### src/rtl/comp_serial.sv
// Multi-cycle magnitude comparator: WIDTH-bit operands compared CHUNK bits per clock,
// MSB chunk first, with early exit. Define SIGNED_CMP_EN to add two's-complement mode.
module comp_serial #(
    parameter int WIDTH = 16,
    parameter int CHUNK = 4
) (
    input  logic             clk,
    input  logic             rst,
    input  logic             start,
`ifdef SIGNED_CMP_EN
    input  logic             signed_mode,
`endif
    input  logic [WIDTH-1:0] A,
    input  logic [WIDTH-1:0] B,
    output logic             busy,
    output logic             done,
    output logic             A_gt_B,
    output logic             A_lt_B,
    output logic             A_eq_B
);

    localparam int NCHUNK = WIDTH / CHUNK;
    localparam int IDX_W  = (NCHUNK > 1) ? $clog2(NCHUNK) : 1;

    typedef enum logic {IDLE, CMP} state_t;

    state_t             state_q, state_d;
    logic [WIDTH-1:0]   sa_q, sa_d, sb_q, sb_d;
    logic [IDX_W-1:0]   idx_q, idx_d;
    logic               sgn_q, sgn_d;
    logic               done_q, done_d;
    logic [2:0]         flags_q, flags_d;   // {gt, lt, eq}
    logic [CHUNK-1:0]   top_a, top_b;
    logic               last_chunk;

    always_comb begin
        state_d    = state_q;
        sa_d       = sa_q;
        sb_d       = sb_q;
        idx_d      = idx_q;
        sgn_d      = sgn_q;
        flags_d    = flags_q;
        done_d     = 1'b0;

        top_a      = sa_q[WIDTH-1 -: CHUNK];
        top_b      = sb_q[WIDTH-1 -: CHUNK];
        // Flipping the sign bit of the top chunk maps two's complement onto unsigned order.
        if (sgn_q && (idx_q == '0)) begin
            top_a[CHUNK-1] = ~top_a[CHUNK-1];
            top_b[CHUNK-1] = ~top_b[CHUNK-1];
        end
        last_chunk = (idx_q == IDX_W'(NCHUNK - 1));

        case (state_q)
            IDLE: begin
                if (start) begin
                    sa_d    = A;
                    sb_d    = B;
                    idx_d   = '0;
`ifdef SIGNED_CMP_EN
                    sgn_d   = signed_mode;
`else
                    sgn_d   = 1'b0;
`endif
                    state_d = CMP;
                end
            end
            CMP: begin
                if (top_a > top_b) begin
                    flags_d = 3'b100;
                    done_d  = 1'b1;
                    state_d = IDLE;
                end else if (top_a < top_b) begin
                    flags_d = 3'b010;
                    done_d  = 1'b1;
                    state_d = IDLE;
                end else if (last_chunk) begin
                    flags_d = 3'b001;
                    done_d  = 1'b1;
                    state_d = IDLE;
                end else begin
                    sa_d    = sa_q << CHUNK;
                    sb_d    = sb_q << CHUNK;
                    idx_d   = idx_q + 1'b1;
                end
            end
            default: state_d = IDLE;
        endcase
    end

    // NOTE: operand shift registers are reset along with control state so an aborted
    // compare leaves no stale data behind; they are small enough that this costs little.
    always_ff @(posedge clk or posedge rst) begin
        if (rst) begin
            state_q <= IDLE;
            sa_q    <= '0;
            sb_q    <= '0;
            idx_q   <= '0;
            sgn_q   <= 1'b0;
            done_q  <= 1'b0;
            flags_q <= 3'b000;
        end else begin
            state_q <= state_d;
            sa_q    <= sa_d;
            sb_q    <= sb_d;
            idx_q   <= idx_d;
            sgn_q   <= sgn_d;
            done_q  <= done_d;
            flags_q <= flags_d;
        end
    end

    assign busy   = (state_q == CMP);
    assign done   = done_q;
    assign A_gt_B = flags_q[2];
    assign A_lt_B = flags_q[1];
    assign A_eq_B = flags_q[0];

endmodule

### config.mk
export PLATFORM = sky130hd
export DESIGN_NAME = comp_serial
export DESIGN_NICKNAME = d
export VERILOG_FILES = /design/src/rtl/comp_serial.sv
export SDC_FILE = /design/constraint.sdc
export NUM_CORES = 1
export LEC_CHECK = 0
export ABC_AREA = 1
export ABC_CLOCK_PERIOD_IN_PS = 1620
export CORE_MARGIN = 1
export CORE_UTILIZATION = 40
export DETAILED_ROUTE_END_ITERATION = 10
export HOLD_SLACK_MARGIN = 0.03
export PLACE_DENSITY = 0.76
export SYNTH_ARGS = -nofsm -noshare
export SYNTH_HDL_FRONTEND = slang
export SYNTH_SLANG_ARGS = --single-unit
### constraint.sdc
create_clock -name clk -period 1.62 [get_ports clk]
set_input_delay 0.324 -clock clk [delete_from_list [all_inputs] [get_ports clk]]
set_output_delay 0.324 -clock clk [all_outputs]
set_load 0.1 [all_outputs]
==> results.ini <==
[clock_tree]
cts_made_buffers = 5
clk_latency_ns = 0.30
cts_root_buf = clkbuf_8
cts_tree = yes
clockBufferDepth = 2
clk_pin_slew_worst_paths_ns = 0.07
cts_max_level = 2
clock-sinks = 39

[power]
p_int_mw = 3.37
p_sw_mw = 2.85
p_comb_share_pct = 60.1
p_leak_nw = 1.50
seqPwrFrac_pct = 28.1
power_mw = 6.22
clockPowerShare_pct = 11.7
switching_share_pct = 45.8
ir_drop_v = 0.000955
power_density_nw_per_um2 = 2180

[route]
drc = 0
drt_iter0_markers = 135
via_per_inst = 4.98
via_count = 1921
first_pass_iters = 4
wl_per_cell_um = 12.5
totalWireLength_um = 4840
ant_nets = 0

[worst_setup_path]
end_kind = output pin
rr_startpoint = sa_q[15]$_DFFE_PP0P_
crit_path_max_fanout = 14
worstPathArrival_ns = 1.25
worstSetupStartpointType = flip-flop
critPathKind = flip-flop to output pin
worstReg2RegEnd = sb_q[6]$_DFFE_PP0P_
worst-r2r-setup-slack_ns = 0.07
reg2regPathDepth = 9
required_ns = 1.30

[yosys]
yosys_warnings = 0
ys_ff_latch = 39
synth_area_sq_um = 2050
synth_top_area_share_pct = 47.6
synth.area.mux_share_pct = 0
syn_nets = 312
synth_top_cell_by_area = dfrtp_1
synthCells = 272
yosysSeqAreaShare_pct = 47.6
synth_top_family_by_area = simple AND/OR/NAND/NOR gates
ys_top_cells_by_count = nand2_1 (152), dfrtp_1 (39), nand4_1 (27)
syn_avg_cell_area_sq_um = 7.54
yosys-top-cells-area = dfrtp_1 (48%), nand2_1 (28%), nand4_1 (8.2%)
synth-adder-area-share_pct = 3.05
synthSimpleGateAreaFrac_pct = 40.9
synthDistinctLibCells = 17
synthXorXnorAreaFrac_pct = 0
ys.flop_type = dfrtp_1
synthMostInstantiatedCell = nand2_1
async_flop_share_pct = 100
synth-compound-area-share_pct = 1.04
synth_edf_count = 0

[timing]
fin_skew_ns = 0.00479
maxSlewHeadroom_pct = 82.7
holdWs_ns = 0.359
fmax_ghz = 0.635
fin_crit_sh_pct = 97.3
fin_crit_ns = 1.58
finalMaxSlewViolations = 0
hold_viol_final = 0
tightest_slew_ns = 0.259
setup_viol = 0

[die]
die-width_um = 73.6
ios = 40
dieArea_sq_um = 5420
dieHeight_um = 73.6
start_util_pct = 42.6
core_sq_um = 4820
std_cell_rows = 25

[cells_and_area]
num_antenna_cells = 0
layout-drive-gt1-share_pct = 14.1
layout.nets = 358
synthToLayoutAreaGrowth_pct = 39.0

[global_routing]
grt.total_usage_pct = 19.8
grt_overflow = 0
antenna_found_initial = 0
grt_pass1_wl_um = 8060
grt_max_degree = 40
grt_pass1_vias = 1787

[flow_run]
cap_violations = 0

[placed_design]
gp_congestion = 0.815
port_buffers = 39
dp_hpwl_um = 3100

[status]
outcome = complete, no violations

[min_path]
hold_class = primary input to async pin

==> what timing repair did <==
action,CTS,global route
buffers inserted,1,0
setup endpoints to repair,1,40
cloned,0,2
hold buffers,0,0
hold endpoints to repair,0,0
resized for setup,0,17
pin swaps,0,2
==> how the worst max path moves through the flow <==
stage	cells past startpoint	start	endpoint
finish	2	busy$_DFF_PP0_	busy
global route	9	sa_q[15]$_DFFE_PP0P_	idx_q[1]$_DFFE_PP0P_
CTS	2	busy$_DFF_PP0_	busy
detailed placement	7	start	sb_q[10]$_DFFE_PP0P_
global placement	6	sa_q[15]$_DFFE_PP0P_	sa_q[14]$_DFFE_PP0P_
floorplan	7	busy$_DFF_PP0_	sb_q[10]$_DFFE_PP0P_
==> critical path, stage by stage (launching register included) <==
cell and delay [ns]:
dfrtp_4 0.55, buf_6 0.21, buf_12 0.19
==> kinds of logic after synthesis <==
kind of cell    after synthesis
buf+inv                      30
fa+ha+maj                     5
flops                        39
simple gates                196
compound gates                2
==> registers in the layout (all words and copies together), names as in the netlist <==
signal and count:
sa_q 16, sb_q 16, flags_q 3, idx_q 2
busy 1, done 1
==> stage by stage <==
stage          util (%)  instance area, sq um  instances  TNS (ns)  setup WS [ns]
2_1_floorplan         -                  2050        272         0         0.0152
4_1_cts            56.6                  2730        384         0         0.0210
3_3_place_gp       54.4                  2620        375         0         0.0593
3_5_place_dp       54.4                  2620        375         0         0.0400
6_report           59.2                  2850        386         0         0.0440
5_1_grt            59.2                  2850        386   -0.0917        -0.0136
==> per-layer routing <==
metal	wire length [um]	global-route usage, %	share of wire, %
met3	218	5.62	4.5
met2	2380	30.5	49
met5	0	0	0
met1	2100	25.9	43
met4	139	9.19	2.9
==> cells in the final DEF, fill, tap and decap left out, types with 3 or more instances in the layout <==
master | Yosys | final
nor2_1 | 3 | 3
buf_12 | 0 | 8
buf_4 | 5 | 11
nand3_4 | 1 | 3
nand2_2 | 1 | 3
dfrtp_1 | 39 | 38
nand3_1 | 11 | 10
ha_1 | 5 | 3
clkbuf_8 | 0 | 7
clkdlybuf4s50_1 | 0 | 34
nand2_1 | 152 | 148
nand4_1 | 27 | 27
inv_1 | 12 | 9
==> power groups by stage <==
stage          Combinational [mW]  Sequential [mW]  Clock [mW]
3_3_place_gp                 3.08             1.75           0
3_5_place_dp                 3.15             1.76           0
5_1_grt                      4.12             1.80       0.793
2_1_floorplan                1.97             1.97           0
4_1_cts                      3.21             1.72       0.742
6_report                     3.74             1.75       0.730
==> final cells by class <==
cell class / instances / area (sq um)
fill: 449 / 1970
clock buffer: 8 / 100
multi-input combinational: 203 / 992
sequential: 39 / 980
tap: 67 / 83.8
timing repair buffer: 56 / 644
inverter: 13 / 51.3
No activity file was read; power rests on OpenSTA's default activity.
